### config.mk
export PLATFORM = sky130hd
export DESIGN_NAME = alu_decode_stage
export DESIGN_NICKNAME = d
export VERILOG_FILES = /design/src/rtl/alu_decode_stage_pkg.sv /design/src/rtl/alu_decode_stage_imm_gen.sv /design/src/rtl/alu_decode_stage.sv
export SDC_FILE = /design/constraint.sdc
export NUM_CORES = 1
export LEC_CHECK = 0
export CAP_MARGIN = 20
export CORE_UTILIZATION = 30
export CTS_CLUSTER_SIZE = 16
export DETAILED_ROUTE_END_ITERATION = 6
export PLACE_DENSITY = 0.6
export SLEW_MARGIN = 20
export SYNTH_ARGS = -nofsm -noshare
export SYNTH_HDL_FRONTEND = slang
export SYNTH_SLANG_ARGS = --single-unit
### constraint.sdc
create_clock -name clk_i -period 3 [get_ports clk_i]
set_clock_uncertainty 0.1 [all_clocks]
set_input_delay 0.45 -clock clk_i [delete_from_list [all_inputs] [get_ports clk_i]]
set_output_delay 0.45 -clock clk_i [all_outputs]
set_load 0.02 [all_outputs]
### src/rtl/alu_decode_stage_pkg.sv
// Shared decode/ALU definitions: RV32I opcodes, 6-bit ALU operation codes and
// the helpers that map funct3 onto them. Used by the decode stage and the ALU.
// No ports; purely declarations and combinational helper functions.
package alu_decode_stage_pkg;

    // RV32I major opcodes (instr[6:0])
    localparam logic [6:0] OP     = 7'b0110011;
    localparam logic [6:0] OP_IMM = 7'b0010011;
    localparam logic [6:0] LOAD   = 7'b0000011;
    localparam logic [6:0] STORE  = 7'b0100011;
    localparam logic [6:0] BRANCH = 7'b1100011;
    localparam logic [6:0] LUI    = 7'b0110111;
    localparam logic [6:0] AUIPC  = 7'b0010111;
    localparam logic [6:0] JAL    = 7'b1101111;
    localparam logic [6:0] JALR   = 7'b1100111;

    // Modifier bit positions inside the 6-bit aluop
    localparam int ALUOP_NZ  = 5;   // invert the zero flag
    localparam int ALUOP_U   = 4;   // unsigned compare
    localparam int ALUOP_NEG = 3;   // subtract

    localparam logic [5:0] ALUOP_ADD  = 6'h00;
    localparam logic [5:0] ALUOP_SLT  = 6'h01 | (6'd1 << ALUOP_NEG);
    localparam logic [5:0] ALUOP_AND  = 6'h02;
    localparam logic [5:0] ALUOP_OR   = 6'h03;
    localparam logic [5:0] ALUOP_XOR  = 6'h04;
    localparam logic [5:0] ALUOP_SLL  = 6'h05;
    localparam logic [5:0] ALUOP_SRL  = 6'h06;
    localparam logic [5:0] ALUOP_SRA  = 6'h07;
    localparam logic [5:0] ALUOP_SUB  = ALUOP_ADD | (6'd1 << ALUOP_NEG);
    localparam logic [5:0] ALUOP_SLTU = ALUOP_SLT | (6'd1 << ALUOP_U);

    // Branches reuse sub/slt; "taken" is always zero-flag == 1 after optional inversion
    localparam logic [5:0] ALUOP_BEQ  = ALUOP_SUB;
    localparam logic [5:0] ALUOP_BNE  = ALUOP_SUB  | (6'd1 << ALUOP_NZ);
    localparam logic [5:0] ALUOP_BLT  = ALUOP_SLT  | (6'd1 << ALUOP_NZ);
    localparam logic [5:0] ALUOP_BGE  = ALUOP_SLT;
    localparam logic [5:0] ALUOP_BLTU = ALUOP_SLTU | (6'd1 << ALUOP_NZ);
    localparam logic [5:0] ALUOP_BGEU = ALUOP_SLTU;

    // Registered ID/EX bundle (valid is kept separately)
    typedef struct packed {
        logic [5:0]  aluop;
        logic [31:0] op1;
        logic [31:0] op2;
        logic [31:0] imm;
        logic [31:0] storedata;
        logic [31:0] pc;
        logic [4:0]  rd;
        logic        regwrite;
        logic        memread;
        logic        memwrite;
        logic        isbranch;
        logic        isjump;
        logic        illegal;
    } id_ex_t;

    // Register-register and register-immediate arithmetic share one table;
    // funct7[5] only selects sub for the register form, but selects sra for both.
    function automatic logic [5:0] arith_aluop(input logic [2:0] funct3,
                                               input logic       alt,
                                               input logic       is_imm);
        logic [5:0] code;
        case (funct3)
            3'b000:  code = (alt && !is_imm) ? ALUOP_SUB : ALUOP_ADD;
            3'b001:  code = ALUOP_SLL;
            3'b010:  code = ALUOP_SLT;
            3'b011:  code = ALUOP_SLTU;
            3'b100:  code = ALUOP_XOR;
            3'b101:  code = alt ? ALUOP_SRA : ALUOP_SRL;
            3'b110:  code = ALUOP_OR;
            default: code = ALUOP_AND;
        endcase
        return code;
    endfunction

    // Returns ALUOP_ADD for the two undefined branch funct3 values;
    // the caller flags those as illegal.
    function automatic logic [5:0] branch_aluop(input logic [2:0] funct3);
        logic [5:0] code;
        case (funct3)
            3'b000:  code = ALUOP_BEQ;
            3'b001:  code = ALUOP_BNE;
            3'b100:  code = ALUOP_BLT;
            3'b101:  code = ALUOP_BGE;
            3'b110:  code = ALUOP_BLTU;
            3'b111:  code = ALUOP_BGEU;
            default: code = ALUOP_ADD;
        endcase
        return code;
    endfunction

endpackage

### src/rtl/alu_decode_stage_imm_gen.sv
// Immediate generator: picks the I/S/B/U/J immediate format from the opcode.
// Purely combinational, zero latency, no flow control.
// Ports: instr (32-bit instruction) in, imm (sign-extended immediate) out; 0 for formats without one.
module alu_decode_stage_imm_gen
    import alu_decode_stage_pkg::*;
(
    input  logic [31:0] instr,
    output logic [31:0] imm
);

    always_comb begin
        imm = '0;
        case (instr[6:0])
            OP_IMM, LOAD, JALR: imm = {{20{instr[31]}}, instr[31:20]};
            STORE:              imm = {{20{instr[31]}}, instr[31:25], instr[11:7]};
            BRANCH:             imm = {{19{instr[31]}}, instr[31], instr[7],
                                       instr[30:25], instr[11:8], 1'b0};
            LUI, AUIPC:         imm = {instr[31:12], 12'b0};
            JAL:                imm = {{11{instr[31]}}, instr[31], instr[19:12],
                                       instr[20], instr[30:21], 1'b0};
            default:            imm = '0;
        endcase
    end

endmodule

### src/rtl/alu_decode_stage.sv
// ID/EX decode stage: turns an RV32I instruction plus rs1/rs2 reads into the ALU control/operand bundle.
// Latency: one cycle from accepted ID input to ex_* outputs; no combinational id_* -> ex_* path.
// Backpressure: ex_stall_i holds the register (id_ready_o = ~ex_stall_i); ex_flush_i kills it and wins over stall.
// Ports: id_* instruction side (valid/ready handshake), ex_* registered bundle, illegal_cnt_o saturating debug count.
module alu_decode_stage
    import alu_decode_stage_pkg::*;
#(
    parameter int CNT_W = 8
) (
    input  logic             clk_i,
    input  logic             rst_ni,
    input  logic             id_valid_i,
    output logic             id_ready_o,
    input  logic [31:0]      id_instr_i,
    input  logic [31:0]      id_pc_i,
    input  logic [31:0]      id_datars1_i,
    input  logic [31:0]      id_datars2_i,
    input  logic             ex_stall_i,
    input  logic             ex_flush_i,
    output logic             ex_valid_o,
    output logic [5:0]       ex_aluop_o,
    output logic [31:0]      ex_operand1_o,
    output logic [31:0]      ex_operand2_o,
    output logic [31:0]      ex_imm_o,
    output logic [31:0]      ex_storedata_o,
    output logic [31:0]      ex_pc_o,
    output logic [4:0]       ex_rd_o,
    output logic             ex_regwrite_o,
    output logic             ex_memread_o,
    output logic             ex_memwrite_o,
    output logic             ex_isbranch_o,
    output logic             ex_isjump_o,
    output logic             ex_illegal_o,
    output logic [CNT_W-1:0] illegal_cnt_o
);

    logic [31:0]      imm;
    logic [6:0]       opcode;
    logic [2:0]       funct3;
    logic             alt;
    logic             load;
    id_ex_t           dec;
    id_ex_t           bundle;
    logic             valid;
    logic [CNT_W-1:0] count;

    alu_decode_stage_imm_gen u_imm_gen (
        .instr (id_instr_i),
        .imm   (imm)
    );

    assign opcode = id_instr_i[6:0];
    assign funct3 = id_instr_i[14:12];
    assign alt    = id_instr_i[30];

    assign load       = id_valid_i & ~ex_stall_i & ~ex_flush_i;
    assign id_ready_o = ~ex_stall_i;

    // Combinational decode. Illegal encodings fall through with aluop=ADD and
    // every write/mem flag low, so a stray illegal bundle has no side effects.
    always_comb begin
        dec           = '0;
        dec.op1       = id_datars1_i;
        dec.op2       = id_datars2_i;
        dec.imm       = imm;
        dec.storedata = id_datars2_i;
        dec.pc        = id_pc_i;
        dec.rd        = id_instr_i[11:7];
        case (opcode)
            OP: begin
                dec.aluop    = arith_aluop(funct3, alt, 1'b0);
                dec.regwrite = 1'b1;
            end
            OP_IMM: begin
                dec.aluop    = arith_aluop(funct3, alt, 1'b1);
                // Shifts take the raw 5-bit shamt; funct7 bits must not leak into op2
                dec.op2      = (funct3 == 3'b001 || funct3 == 3'b101)
                               ? {27'b0, id_instr_i[24:20]} : imm;
                dec.regwrite = 1'b1;
            end
            LOAD: begin
                if (funct3 inside {3'b000, 3'b001, 3'b010, 3'b100, 3'b101}) begin
                    dec.op2      = imm;
                    dec.memread  = 1'b1;
                    dec.regwrite = 1'b1;
                end else begin
                    dec.illegal  = 1'b1;
                end
            end
            STORE: begin
                if (funct3 inside {3'b000, 3'b001, 3'b010}) begin
                    dec.op2      = imm;
                    dec.memwrite = 1'b1;
                end else begin
                    dec.illegal  = 1'b1;
                end
            end
            BRANCH: begin
                if (funct3 inside {3'b010, 3'b011}) begin
                    dec.illegal  = 1'b1;
                end else begin
                    dec.aluop    = branch_aluop(funct3);
                    dec.isbranch = 1'b1;
                end
            end
            LUI: begin
                dec.op1      = '0;
                dec.op2      = imm;
                dec.regwrite = 1'b1;
            end
            AUIPC: begin
                dec.op1      = id_pc_i;
                dec.op2      = imm;
                dec.regwrite = 1'b1;
            end
            JAL: begin
                // ALU computes the link address pc+4; the target uses imm
                dec.op1      = id_pc_i;
                dec.op2      = 32'd4;
                dec.isjump   = 1'b1;
                dec.regwrite = 1'b1;
            end
            JALR: begin
                if (funct3 == 3'b000) begin
                    dec.op1      = id_pc_i;
                    dec.op2      = 32'd4;
                    dec.isjump   = 1'b1;
                    dec.regwrite = 1'b1;
                end else begin
                    dec.illegal  = 1'b1;
                end
            end
            default: dec.illegal = 1'b1;
        endcase
        // x0 is hard-wired; never request a write to it
        if (dec.rd == 5'd0) begin
            dec.regwrite = 1'b0;
        end
    end

    // ID/EX register. Flush beats stall; on flush or bubble only valid and the
    // control flags are cleared, data fields keep whatever they held.
    always_ff @(posedge clk_i) begin
        if (!rst_ni) begin
            valid  <= 1'b0;
            bundle <= '0;
            count  <= '0;
        end else begin
            if (ex_flush_i || (!ex_stall_i && !id_valid_i)) begin
                valid           <= 1'b0;
                bundle.regwrite <= 1'b0;
                bundle.memread  <= 1'b0;
                bundle.memwrite <= 1'b0;
                bundle.isbranch <= 1'b0;
                bundle.isjump   <= 1'b0;
                bundle.illegal  <= 1'b0;
            end else if (!ex_stall_i) begin
                valid  <= 1'b1;
                bundle <= dec;
            end
            if (load && dec.illegal && (count != {CNT_W{1'b1}})) begin
                count <= count + 1'b1;
            end
        end
    end

    assign ex_valid_o     = valid;
    assign ex_aluop_o     = bundle.aluop;
    assign ex_operand1_o  = bundle.op1;
    assign ex_operand2_o  = bundle.op2;
    assign ex_imm_o       = bundle.imm;
    assign ex_storedata_o = bundle.storedata;
    assign ex_pc_o        = bundle.pc;
    assign ex_rd_o        = bundle.rd;
    assign ex_regwrite_o  = bundle.regwrite;
    assign ex_memread_o   = bundle.memread;
    assign ex_memwrite_o  = bundle.memwrite;
    assign ex_isbranch_o  = bundle.isbranch;
    assign ex_isjump_o    = bundle.isjump;
    assign ex_illegal_o   = bundle.illegal;
    assign illegal_cnt_o  = count;

endmodule
==> results.json, run 1 <==
{
  "status": "finished clean",
  "grt_pass1_vias": 7583,
  "syn_avg_cell_area_um2": 8.00,
  "clockBufferDepth": 2,
  "die_w_um": 163,
  "syn_to_final_growth_pct": 54.6,
  "combPwrFrac_pct": 15.0,
  "hold_start": "ex_valid_o",
  "cts_tree": "yes",
  "syn-instance-count": 968,
  "clk_latency_ns": 0.43,
  "cp-start-kind": "input pin",
  "fmax_ghz": 0.404,
  "yosysSeqAreaShare_pct": 48.1,
  "switching_power_mw": 1.64,
  "grt_usage_pct": 21.6,
  "drive_above_1_share_pct": 7.69,
  "die_area_um2": 26500,
  "synth_cell_types": 65,
  "worstPathRequired_ns": 3.26,
  "worstHoldPathType": "reg2reg",
  "crit_type": "in2reg",
  "finalSetupViolations": 0,
  "grt.met3_usage_pct": 6.11,
  "power_mw": 5.82,
  "nets": 1395,
  "period_share_pct": 82.5,
  "use_met2_pct": 34.0,
  "finalSetupTns_ns": 0,
  "drtPass1Iterations": 5,
  "yosysTopAreaCell": "dfxtp_1",
  "grt.busiest_layer": "met2",
  "cts_resized": 0,
  "vdd_drop_max_mv": 0.275,
  "crit_start": "id_instr_i[6]",
  "synth_top_family_by_area": "compound AO/OA/AOI/OAI gates",
  "synth_xor_area_share_pct": 0.113,
  "yosysMostFrequentCell": "nand2_1",
  "core-area_um2": 25300,
  "ys.flop_type": "dfxtp_1",
  "p_per_area_nw_per_um2": 485,
  "synth_compound_area_share_pct": 26.2,
  "synth_mux_area_share_pct": 0.791,
  "synth_top_area_share_pct": 48.1,
  "whs_path_depth": 2,
  "pre_cts_ws_ns": 0.111,
  "drv_slew": 0,
  "cp_max_fo": 13,
  "io_buffers": 319,
  "grt_max_degree": 137,
  "timing.final.crit_period_ns": 2.48,
  "hold_viol": 0,
  "overflow": 0,
  "n_antenna_cell": 0,
  "drv_cap": 0,
  "cts_root_buf": "clkbuf_16",
  "synth_area_leaders": "dfxtp_1 (48%), nand2_1 (9.5%), a21oi_1 (9.4%)",
  "timing.final.ws_setup_ns": 0.524,
  "internal_power_mw": 4.17,
  "fillCellCount": 2505,
  "p_leak_nw": 4.19,
  "die_h_um": 163,
  "synthSimpleGateAreaFrac_pct": 19.4,
  "worst-endpoint-arrival_ns": 2.74,
  "wirelength_mm": 29.5,
  "syn_nets": 1102,
  "rsz0062_at_grt": "no",
  "row_count": 58,
  "place.detailed.hpwl_mm": 21.0,
  "post_cts_buffers": 0,
  "r2r-start": "illegal_cnt_o[0]",
  "cts_hold_buf": 0,
  "netlist_area_um2": 7750,
  "synthTopCellsByCount": "nand2_1 (197), dfxtp_1 (186), a21oi_1 (146)",
  "drt-initial-drc-count": 566,
  "relSlewSlack_pct": 40.4,
  "r2r_cells": 6,
  "tightestPinTransition_ns": 0.894,
  "pwr-share-seq_pct": 44.8,
  "ys_ff_latch": 186,
  "via_per_inst": 5.08,
  "cts_buffers": 17,
  "ant_nets": 0,
  "endpoint_kind": "register",
  "path_clk_slew_ns": 0.08,
  "ios": 320,
  "synth_edf_count": 0,
  "async_flop_share_pct": 0,
  "antenna_found_initial": 1,
  "post_drt_wl_per_cell_um": 18.4,
  "yosys_warnings": 0,
  "drc": 0,
  "start_util_pct": 30.7,
  "vias": 8145,
  "grt_pass1_wl_mm": 44.0,
  "swShare_pct": 28.2,
  "clockPowerShare_pct": 40.2,
  "finalWeightedCongestion": 0.835,
  "htreeDepth": 4,
  "synth_fa_ha_area_share_pct": 0.161,
  "clock-sinks": 186,
  "met1_usage_pct": 28.3
}
-- metrics by stage --
step                hold WS, ns  cells  util (%)  instance area, um2
floorplan                 0.422    968         -                7750
global placement          0.338   1572      45.1               11400
detailed placement        0.344   1572      45.1               11400
CTS                       0.353   1604      47.4               12000
global route              0.369   1604      47.4               12000
finish                    0.348   1604      47.4               12000
-- final timing paths --
kind                            to  slack (ns)
hold / removal          ex_valid_o        0.35
hold reg to reg         ex_valid_o        0.35
setup / recovery  illegal_cnt_o[3]        0.52
setup reg to reg  illegal_cnt_o[3]        1.14
-- worst max-delay path, cell delays in order --
cell and delay, ns:
clkdlybuf4s50_1 0.56, or4_4 0.61, nor3_2 0.22, nor2_2 0.11
a31oi_4 0.36, and3_1 0.25, mux2i_1 0.17
-- layout by cell type (no fill, tap or decap), types with 8 or more instances in the layout --
cell type,n
a211oi_1,16
nand3_1,15
nand2b_1,8
clkdlybuf4s50_1,318
a31oi_1,10
nand2_1,197
dfxtp_1,186
inv_1,9
a221oi_1,35
a21oi_1,146
o21ai_0,67
a311oi_1,9
buf_4,37
clkbuf_16,17
nor2_1,87
nor3_1,14
-- metal layers --
metal / share of wire (%) / vias to the layer above
met3: 8.5 / 29
met2: 46 / 312
met4: 1.9 / 0
met5: 0 / -
li1: - / 3994
met1: 44 / 3810
-- power by group through the flow --
stage | Clock (mW) | Combinational [mW] | Sequential (mW)
final | 2.34 | 0.874 | 2.60
after global routing | 2.50 | 0.938 | 2.61
after CTS | 2.40 | 0.879 | 2.60
after detailed placement | 0 | 0.875 | 2.66
after global placement | 0 | 0.877 | 2.66
after floorplan | 0 | 0.260 | 2.77
-- sequential cells by signal, indices dropped and copies added (netlist names), 5 cells and up --
| register | cells |
|---|---|
| ex_rd_o | 5 |
| ex_operand2_o | 32 |
| ex_pc_o | 32 |
| ex_storedata_o | 32 |
| ex_operand1_o | 32 |
| ex_aluop_o | 6 |
| illegal_cnt_o | 8 |
| ex_imm_o | 32 |
-- cell type report --
class	count	area, um2	share of cell area, %
sequential	186	3720	31.1
multi-input combinational	685	3650	30.5
timing repair buffer	360	3550	29.6
clock buffer	18	429	3.58
tap	330	413	3.45
clock inverter	14	176	1.47
inverter	11	43.8	0.365
-- logic make-up (layout without fill, tap and decap cells) --
group	Yosys count	in the layout
simple gates	353	353
xor+xnor	1	1
buf+inv	97	403
compound gates	324	324
mux	6	6
fa+ha+maj	1	1
flops	186	186
Note: power is estimated with default switching activity, not from simulation.
==> run 2, diff against run 1 <==
Clock period 3 ns to 2.5 ns, I/O delays scaled along.
==> run 2 against run 1 <==
Compared with the run above: clock power is 14% higher; cell area rose by 4.2%; cell count rose by 3.8%; die area stayed put; count of clock-buffer cells in the layout did not move; via count rose by 2.8%; critical endpoint is now ex_operand2_o[4]; largest cell class is now non-clock buffers.
==> results.json, run 2 (same netlist as run 1, synthesis figures left out) <==
{
  "status": "finished clean",
  "syn_to_final_growth_pct": 61.1,
  "endpoint_kind": "register",
  "timing.final.crit_period_ns": 2.31,
  "finalSetupViolations": 0,
  "grt_pass1_vias": 8231,
  "wirelength_mm": 29.8,
  "p_leak_nw": 4.49,
  "vdd_drop_max_mv": 0.341,
  "clk_latency_ns": 0.42,
  "hold_viol": 0,
  "fmax_ghz": 0.434,
  "cts_resized": 0,
  "cp-start-kind": "input pin",
  "core-area_um2": 25300,
  "cts_tree": "yes",
  "place.detailed.hpwl_mm": 22.0,
  "p_per_area_nw_per_um2": 552,
  "worstHoldPathType": "in2reg",
  "hold_path_end": "ex_aluop_o[1]",
  "finalWeightedCongestion": 0.892,
  "r2r_cells": 6,
  "cts_buffers": 17,
  "drt-initial-drc-count": 541,
  "worstPathRequired_ns": 2.69,
  "final_cell_mix": "clkdlybuf4s50_1 (318), nand2_1 (197), dfxtp_1 (186)",
  "row_count": 58,
  "vias": 8375,
  "r2r_slack_ns": 0.64,
  "drive_above_1_share_pct": 12.0,
  "grt_max_degree": 106,
  "start_util_pct": 30.7,
  "drv_cap": 0,
  "relSlewSlack_pct": 58.8,
  "final_common_cell": "clkdlybuf4s50_1",
  "pre_cts_ws_ns": -0.240,
  "ios": 320,
  "post_cts_buffers": 0,
  "grt_usage_pct": 22.4,
  "die_area_um2": 26500,
  "period_share_pct": 92.2,
  "crit_type": "in2reg",
  "power_mw": 6.89,
  "worst-endpoint-arrival_ns": 2.50,
  "post_drt_wl_per_cell_um": 17.9,
  "cp_max_fo": 17,
  "clock-sinks": 186,
  "nets": 1456,
  "die_h_um": 163,
  "drc": 0,
  "timing.final.ws_setup_ns": 0.195,
  "overflow": 0,
  "n_antenna_cell": 0,
  "io_buffers": 319,
  "tightestPinTransition_ns": 0.617,
  "path_clk_slew_ns": 0.08,
  "utilization_pct": 49.4,
  "via_per_inst": 5.03,
  "rsz0062_at_grt": "no",
  "fillCellCount": 2492,
  "antenna_found_initial": 1,
  "grt_pass1_wl_mm": 46.4,
  "r2r_end": "illegal_cnt_o[2]",
  "ant_nets": 0,
  "r2r-start": "illegal_cnt_o[2]",
  "htreeDepth": 4,
  "drtPass1Iterations": 5,
  "cts_hold_buf": 0,
  "whs_path_depth": 3,
  "die_w_um": 163,
  "clockBufferDepth": 2,
  "cts_root_buf": "clkbuf_16",
  "hold_start": "rst_ni",
  "drv_slew": 0
}
==> run 2: changes by cell type in the layout (fill, tap and decap cells not counted), sizes merged <==
cell,change
bufinv,-1
inv,-2
clkinvlp,+3
buf,+61
==> run 2: layout make-up <==
| class | count | area [um2] | area share, % |
|---|---|---|---|
| Clock inverter | 14 | 135 | 1.08 |
| Timing Repair Buffer | 421 | 4080 | 32.7 |
| Multi-Input combinational cell | 685 | 3650 | 29.2 |
| Tap cell | 330 | 413 | 3.31 |
| Clock buffer | 18 | 439 | 3.52 |
| Inverter | 11 | 43.8 | 0.351 |
| Sequential cell | 186 | 3720 | 29.8 |
==> run 2: worst max path at each step <==
stage	slack (ns)	from	to	cells past startpoint
after floorplan	0.42	id_instr_i[6]	illegal_cnt_o[4]	8
after global placement	-0.18	id_instr_i[4]	ex_operand2_o[19]	8
after detailed placement	-0.24	id_instr_i[4]	ex_operand2_o[4]	8
after CTS	0.21	id_instr_i[4]	ex_operand2_o[4]	8
after global routing	0.02	id_instr_i[5]	ex_operand2_o[18]	10
final	0.19	id_instr_i[4]	ex_operand2_o[4]	8
==> run 2: power by group <==
group / internal, mW / switching [mW] / total [mW]
clock: 1.35 / 1.31 / 2.66
sequential: 3.07 / 0.0564 / 3.13
combinational: 0.540 / 0.562 / 1.10
==> run 2: critical path, cell delays in order <==
cell	delay, ns
clkdlybuf4s50_1	0.53
or3b_1	0.42
a311oi_2	0.41
o211ai_4	0.15
buf_12	0.18
buf_12	0.15
a2bb2oi_1	0.19
a21oi_1	0.09
==> run 2: per-layer routing <==
| layer | track usage (%) | vias to the layer above | wire length [um] | part of all wire (%) |
|---|---|---|---|---|
| met3 | 5.88 | 20 | 2220 | 7.4 |
| met2 | 36.3 | 288 | 13700 | 46 |
| met4 | 5.56 | 0 | 381 | 1.3 |
| li1 | - | 4134 | - | - |
| met1 | 29.5 | 3933 | 13500 | 45 |
| met5 | 0 | - | 0 | 0 |
==> run 2: through the flow <==
step	hold slack, ns	area [um2]	TNS [ns]	cells
after floorplan	0.411	7750	0	968
after global placement	0.337	11900	-4.67	1633
after detailed placement	0.340	11900	-5.98	1633
after CTS	0.329	12500	0	1665
after global routing	0.366	12500	0	1665
final	0.343	12500	0	1665
